File: config.mk
export PLATFORM = sky130hd
export DESIGN_NAME = mod_accumulator_flat
export DESIGN_NICKNAME = d
export VERILOG_FILES = /design/src/rtl/mod_accumulator_if.sv /design/src/rtl/mod_accumulator.sv /design/src/flat_wrapper.sv
export SDC_FILE = /design/constraint.sdc
export NUM_CORES = 1
export LEC_CHECK = 0
export BUFFER_PORTS_ARGS = -buffer_cell sky130_fd_sc_hd__buf_2
export CAP_MARGIN = 20
export CORE_MARGIN = 2
export CORE_UTILIZATION = 60
export CTS_CLUSTER_SIZE = 20
export DETAILED_ROUTE_END_ITERATION = 8
export PLACE_DENSITY = 0.83
export SLEW_MARGIN = 30
export SYNTH_ARGS = -nofsm -noshare
export SYNTH_HDL_FRONTEND = slang
export SYNTH_HIERARCHICAL = 1
export SYNTH_SLANG_ARGS = --single-unit
File: constraint.sdc
create_clock -name clk -period 10.7 [get_ports clk]
set_input_delay 0.535 -clock clk [delete_from_list [all_inputs] [get_ports clk]]
set_output_delay 0.535 -clock clk [all_outputs]
set_load 0.05 [all_outputs]
File: src/rtl/mod_accumulator_if.sv
// rtl/mod_accumulator_if.sv - config, input stream and result stream bundle for mod_accumulator
// slave  (accumulator side): cfg_load, cfg_k, in_valid, in_data, in_last, out_ready in;
//                            in_ready, out_valid, out_data, out_count, in_err out.
// master (producer/consumer side): the same signals with directions reversed.
interface mod_accumulator_if #(
  parameter int N_BITS = 12,
  parameter int CNT_W  = 8
);
  logic              cfg_load;
  logic [N_BITS-1:0] cfg_k;
  logic              in_valid;
  logic              in_ready;
  logic [N_BITS-1:0] in_data;
  logic              in_last;
  logic              out_valid;
  logic              out_ready;
  logic [N_BITS-1:0] out_data;
  logic [CNT_W-1:0]  out_count;
  logic              in_err;

  modport master (
    output cfg_load, cfg_k, in_valid, in_data, in_last, out_ready,
    input  in_ready, out_valid, out_data, out_count, in_err
  );

  modport slave (
    input  cfg_load, cfg_k, in_valid, in_data, in_last, out_ready,
    output in_ready, out_valid, out_data, out_count, in_err
  );
endinterface

File: src/rtl/mod_accumulator.sv
// rtl/mod_accumulator.sv - accumulates one (sum of beats) mod M result per frame
// Optional feature macro: RANGE_CHECK_EN (sticky in_err on operands >= M).
// Ports: clk            rising-edge clock
//        rst            synchronous, active-high reset
//        bus (slave)    cfg_load/cfg_k     load K = 2^N_BITS - M, abort frame
//                       in_valid/in_ready/in_data/in_last    operand stream
//                       out_valid/out_ready/out_data/out_count  per-frame result
//                       in_err             sticky range error (0 unless RANGE_CHECK_EN)

// Modular adder core: s = (a + b) mod M, M = 2^N - k.
// a + b >= M exactly when a + b + k carries out of N bits; in that case the
// low N bits of a + b + k are the reduced sum.
module mod_add_core #(
  parameter int N = 12
) (
  input  logic [N-1:0] a,
  input  logic [N-1:0] b,
  input  logic [N-1:0] k,
  output logic [N-1:0] s
);
  logic [N+1:0] ab;
  logic [N+1:0] abk;

  assign ab  = {2'b00, a} + {2'b00, b};
  assign abk = ab + {2'b00, k};
  assign s   = (abk[N+1:N] != 2'b00) ? abk[N-1:0] : ab[N-1:0];
endmodule

module mod_accumulator #(
  parameter int N_BITS = 12,
  parameter int CNT_W  = 8
) (
  input logic              clk,
  input logic              rst,
  mod_accumulator_if.slave bus
);
  typedef enum logic [1:0] {IDLE, ACC, DONE} state_t;

  state_t            state;
  logic [N_BITS-1:0] k_reg;
  logic [N_BITS-1:0] acc;
  logic [CNT_W-1:0]  cnt;
  logic [N_BITS-1:0] out_data_q;
  logic [CNT_W-1:0]  out_count_q;
  logic              out_valid_q;

  logic              in_ready;
  logic              accept;
  logic [N_BITS-1:0] b_op;
  logic [N_BITS-1:0] sum;
  logic [CNT_W-1:0]  cnt_inc;

  // DONE is the only state holding a result, so a stalled consumer blocks
  // input; a consuming one lets the next beat in on the same cycle.
  assign in_ready = !rst && !bus.cfg_load && (state != DONE || bus.out_ready);
  assign accept   = bus.in_valid && in_ready;
  assign cnt_inc  = (cnt == {CNT_W{1'b1}}) ? cnt : cnt + 1'b1;

`ifdef RANGE_CHECK_EN
  logic err_q;
  logic b_bad;

  // in_data >= M  <=>  in_data + K carries out of N_BITS
  assign b_bad      = (({1'b0, bus.in_data} + {1'b0, k_reg}) >> N_BITS) != '0;
  // An out-of-range beat still counts but contributes nothing to the sum.
  assign b_op       = b_bad ? '0 : bus.in_data;
  assign bus.in_err = err_q;
`else
  assign b_op       = bus.in_data;
  assign bus.in_err = 1'b0;
`endif

  mod_add_core #(.N(N_BITS)) u_core (
    .a (acc),
    .b (b_op),
    .k (k_reg),
    .s (sum)
  );

  always_ff @(posedge clk) begin
    if (rst) begin
      state       <= IDLE;
      k_reg       <= '0;
      acc         <= '0;
      cnt         <= '0;
      out_data_q  <= '0;
      out_count_q <= '0;
      out_valid_q <= 1'b0;
`ifdef RANGE_CHECK_EN
      err_q       <= 1'b0;
`endif
    end else if (bus.cfg_load) begin
      state       <= IDLE;
      k_reg       <= bus.cfg_k;
      acc         <= '0;
      cnt         <= '0;
      out_valid_q <= 1'b0;
`ifdef RANGE_CHECK_EN
      err_q       <= 1'b0;
`endif
    end else if (accept) begin
`ifdef RANGE_CHECK_EN
      if (b_bad) begin
        err_q <= 1'b1;
      end
`endif
      if (bus.in_last) begin
        // Replaces any result handed over this same cycle: no bubble.
        out_data_q  <= sum;
        out_count_q <= cnt_inc;
        out_valid_q <= 1'b1;
        acc         <= '0;
        cnt         <= '0;
        state       <= DONE;
      end else begin
        // Accepting while a result is pending implies out_ready was high.
        acc         <= sum;
        cnt         <= cnt_inc;
        out_valid_q <= 1'b0;
        state       <= ACC;
      end
    end else if (out_valid_q && bus.out_ready) begin
      out_valid_q <= 1'b0;
      state       <= IDLE;
    end
  end

  assign bus.in_ready  = in_ready;
  assign bus.out_valid = out_valid_q;
  assign bus.out_data  = out_data_q;
  assign bus.out_count = out_count_q;
endmodule

File: src/flat_wrapper.sv
// flat-port wrapper written by rule: the top's interface ports become plain ports
module mod_accumulator_flat 
#(
  parameter int N_BITS = 12,
  parameter int CNT_W  = 8
)
  (clk, rst, bus_cfg_load, bus_cfg_k, bus_in_valid, bus_in_data, bus_in_last, bus_out_ready, bus_in_ready, bus_out_valid, bus_out_data, bus_out_count, bus_in_err);
  mod_accumulator_if #(.N_BITS(N_BITS), .CNT_W(CNT_W)) bus_i ();
  input logic clk;
  input logic rst;
  input wire logic [$bits(bus_i.cfg_load)-1:0] bus_cfg_load;
  input wire logic [$bits(bus_i.cfg_k)-1:0] bus_cfg_k;
  input wire logic [$bits(bus_i.in_valid)-1:0] bus_in_valid;
  input wire logic [$bits(bus_i.in_data)-1:0] bus_in_data;
  input wire logic [$bits(bus_i.in_last)-1:0] bus_in_last;
  input wire logic [$bits(bus_i.out_ready)-1:0] bus_out_ready;
  output wire logic [$bits(bus_i.in_ready)-1:0] bus_in_ready;
  output wire logic [$bits(bus_i.out_valid)-1:0] bus_out_valid;
  output wire logic [$bits(bus_i.out_data)-1:0] bus_out_data;
  output wire logic [$bits(bus_i.out_count)-1:0] bus_out_count;
  output wire logic [$bits(bus_i.in_err)-1:0] bus_in_err;
  assign bus_i.cfg_load = bus_cfg_load;
  assign bus_i.cfg_k = bus_cfg_k;
  assign bus_i.in_valid = bus_in_valid;
  assign bus_i.in_data = bus_in_data;
  assign bus_i.in_last = bus_in_last;
  assign bus_i.out_ready = bus_out_ready;
  assign bus_in_ready = bus_i.in_ready;
  assign bus_out_valid = bus_i.out_valid;
  assign bus_out_data = bus_i.out_data;
  assign bus_out_count = bus_i.out_count;
  assign bus_in_err = bus_i.in_err;
  mod_accumulator #(.N_BITS(N_BITS), .CNT_W(CNT_W)) u_core (.clk(clk), .rst(rst), .bus(bus_i));
endmodule
==> flow_metrics.tcl <==
set metrics [dict create \
    drt_iter0_markers 167 \
    setup_viol 0 \
    cp-start-kind "register" \
    p_int_w 0.0002982 \
    gp_congestion 0.9296 \
    ff2ff_path_depth 16 \
    mostFrequentLayoutCells "sky130_fd_sc_hd__dfxtp_1, sky130_fd_sc_hd__nand2_1, sky130_fd_sc_hd__buf_2" \
    setup.worst_path.end_class "register" \
    sum_of_negative_setup_slack_ps 0 \
    regToRegSetupSlack_ps 6220 \
    clock-sinks 54 \
    synthFlopType "sky130_fd_sc_hd__dfxtp_1" \
    std_cell_rows 27 \
    drt-vias-per-instance 5.925 \
    crit_start "u_core/acc[0]$_SDFFE_PP0P_" \
    worst_slack_ps 6219 \
    cap_violations 0 \
    vias 2939 \
    fin_skew_ps 6.775 \
    floorplan.die_area_mm2 0.006190 \
    crit_chain "ha_1, fa_1, a21o_1, a221oi_2, a21oi_2, a21o_2, a21oi_1, xnor2_1, ha_1, and3_1, a31oi_2, or3_1, o21a_1, mux2_2, nand3_1, a21oi_1" \
    synth_cells 386 \
    die_w_um 78.68 \
    dp.cells 488 \
    timing.setup.critical_path_class "register to register" \
    worst-slew-pin-transition_ps 855.3 \
    hold_viol 0 \
    cts_post_setup_buffers_inserted 0 \
    hold_class "primary input to register" \
    syn-cell-area_mm2 0.003346 \
    clk-insertion-delay-late_ps 310 \
    number_of_pins_exceeding_their_max_slew_limit_in_the_final_report 0 \
    totalWireLength_mm 7.589 \
    status "finished clean" \
    report.power.total_w 0.0004261 \
    layout.cells.most_common "sky130_fd_sc_hd__dfxtp_1" \
    io-pin-count 53 \
    power.leakage_nw 1.631 \
    buffer_cell_driving_the_clock_tree_root "sky130_fd_sc_hd__clkbuf_8" \
    crit-reg2reg-capture "u_core/acc[0]$_SDFFE_PP0P_" \
    synth_async_sr_flop_share_pct 0 \
    power-per-cell-area_mw_per_mm2 115.5 \
    worst_ep_required_time_ps 10870 \
    area_growth_from_synthesis_to_layout_pct 10.25 \
    post-route-min-period_ps 4481 \
    num-nets-final 480 \
    final_cells 496 \
    grt.overflow.total 0 \
    seqPwrFrac_pct 49.1 \
    worst_r2r_startpoint "u_core/acc[0]$_SDFFE_PP0P_" \
    core_region_area_mm2 0.005439 \
    slew_headroom_pct 42.82 \
    grt_pass1_wl_mm 12.61 \
    port_buffers 51 \
    synth_top_area_share_pct 32.31 \
    grt_setup_unrepaired "no" \
    cts_buffers 5 \
    ir_worst_vdd_mv 0.06819 \
    final.period_utilization_pct 41.88 \
    synth.ff_latch_count 54 \
    drc 0 \
    critical-path-max-stage-delay_ps 550 \
    critical_path_arrival_ps 4650 \
    ant_nets 0 \
    antenna_cells_inserted 0 \
    grt_usage_pct 25.21 \
    postSynthAreaPerCell_um2 8.668 \
    fmax_mhz 223.2 \
    yosysUniqueCellTypes 58 \
    power.share.combinational_pct 21.8 \
    htree_levels 2 \
    critPathCapture "u_core/acc[0]$_SDFFE_PP0P_" \
    fillers 453 \
    tritoncts "done" \
    crit_slowest_cell "sky130_fd_sc_hd__o21a_1" \
    pin_count_of_the_biggest_net_entering_global_routing 35 \
    netlist.top_cell.by_area "sky130_fd_sc_hd__dfxtp_1" \
    swShare_pct 30.01 \
    yosysWarnings 6 \
    dp.final_hpwl_mm 5.432 \
    place_worst_setup_slack_ps 5969 \
    die-height_um 78.68 \
    initial_antenna_violation_count 0 \
    synth_enable_flop_cells 0 \
    synth_nets 443 \
    vias_in_the_first_global_route 2846 \
    firstDrtPassIters 4 \
    initial_core_util_pct 61.51 \
    yosysSeqAreaShare_pct 32.31 \
    cts.reportedPaths.clkPinSlew_ps 100 \
    timing.critical_path.fanout_max 11 \
    clkPwrFrac_pct 29.1 \
    power.switching_w 0.0001279 \
    drive_above_1_share_pct 19.34 \
    synth.top_cells.by_area "sky130_fd_sc_hd__dfxtp_1, sky130_fd_sc_hd__ha_1, sky130_fd_sc_hd__a21oi_1, sky130_fd_sc_hd__nand2_1, sky130_fd_sc_hd__mux2i_1" \
    clock_path_buffers 2 \
    routed_wirelength_normalized_by_instance_count_um 15.30 \
    ctsHoldBuffers 0 \
    cts_resized 0 \
]
## stage by stage
stage,util [%],instance area (um^2),hold WS [ps]
4_1_cts,67.82,3689,448.8
2_1_floorplan,-,3346,436.2
5_1_grt,67.82,3689,451.4
3_5_place_dp,66.00,3590,445.3
6_report,67.82,3689,453.2
3_3_place_gp,66.00,3590,437.9
## cells in the mapped netlist, drive strengths merged (2+ instances only)
cell type and n:
xor2 10, nand2 52, a21oi 48, a31o 2, o31ai 2, a211oi 6
xnor2 13, nor2 25, mux2i 14, nand3 17, o21bai 3, a31oi 4
mux2 12, or3 5, nor3b 3, fa 2, buf 11, and3 5
o21a 4, clkbuf 10, a21o 9, o211ai 5, o21ai 9, a221oi 2
or2 3, inv 5, ha 25, nor3 6, dfxtp 54, a32o 3
nand3b 3
## worst min path at each step
stage	startpoint	to	depth (start not counted)
global route	bus_cfg_k[10]	u_core/k_reg[10]$_SDFFE_PP0P_	3
detailed placement	u_core/bus.out_count[3]$_SDFFE_PP0P_	u_core/bus.out_count[3]$_SDFFE_PP0P_	2
finish	bus_cfg_k[7]	u_core/k_reg[7]$_SDFFE_PP0P_	3
floorplan	u_core/acc[0]$_SDFFE_PP0P_	u_core/acc[0]$_SDFFE_PP0P_	2
global placement	u_core/bus.out_count[3]$_SDFFE_PP0P_	u_core/bus.out_count[3]$_SDFFE_PP0P_	2
CTS	bus_cfg_k[4]	u_core/k_reg[4]$_SDFFE_PP0P_	3
## layout make-up
| cell class | instances | area, um^2 | share of cell area [%] |
|---|---|---|---|
| flip-flops and latches | 54 | 1081 | 29.31 |
| multi-input cells | 306 | 2145 | 58.14 |
| clock buffers | 6 | 82.58 | 2.239 |
| clock inverters | 2 | 16.27 | 0.4410 |
| inverters | 5 | 18.77 | 0.5088 |
| repair buffers | 51 | 255.2 | 6.920 |
| well taps | 72 | 90.09 | 2.442 |
## power groups by stage
stage | Clock (W) | Sequential, W | Combinational, W
final | 0.000124 | 0.000209 | 0.0000927
after global routing | 0.000133 | 0.000210 | 0.000101
after CTS | 0.000126 | 0.000209 | 0.0000921
after detailed placement | 0 | 0.000214 | 0.0000911
after global placement | 0 | 0.000214 | 0.0000891
after floorplan | 0 | 0.000219 | 0.0000667
## routing by layer
metal	GRT usage [%]	routed length, um	part of all wire (%)	up-vias
met2	43.08	3697	49	86
met3	3.908	356	4.7	13
met4	9.474	130	1.7	0
li1	-	-	-	1469
met5	0	0	0	-
met1	31.95	3404	45	1371
## critical path: cells and delay by family, from the launching register on
family	cells	cell delay, ps
compound gates	8	2030
fa+ha+maj	3	970
simple gates	3	420
mux	1	420
flops	1	330
xor+xnor	1	170
## kinds of logic (layout without fill, tap and decap cells)
kind of cell,count (synthesis),count (layout),synth area share [%]
and+or+nand+nor,126,126,17.84
DFF,54,54,32.31
other,1,1,0.1121
AOI/OAI and AO/OA,103,103,20.34
buffers and inverters,26,64,3.590
muxes,26,26,9.237
adders and majority gates,27,27,10.55
xor gates and xnor gates,23,23,6.021
Power figures use the tool's default switching activity.
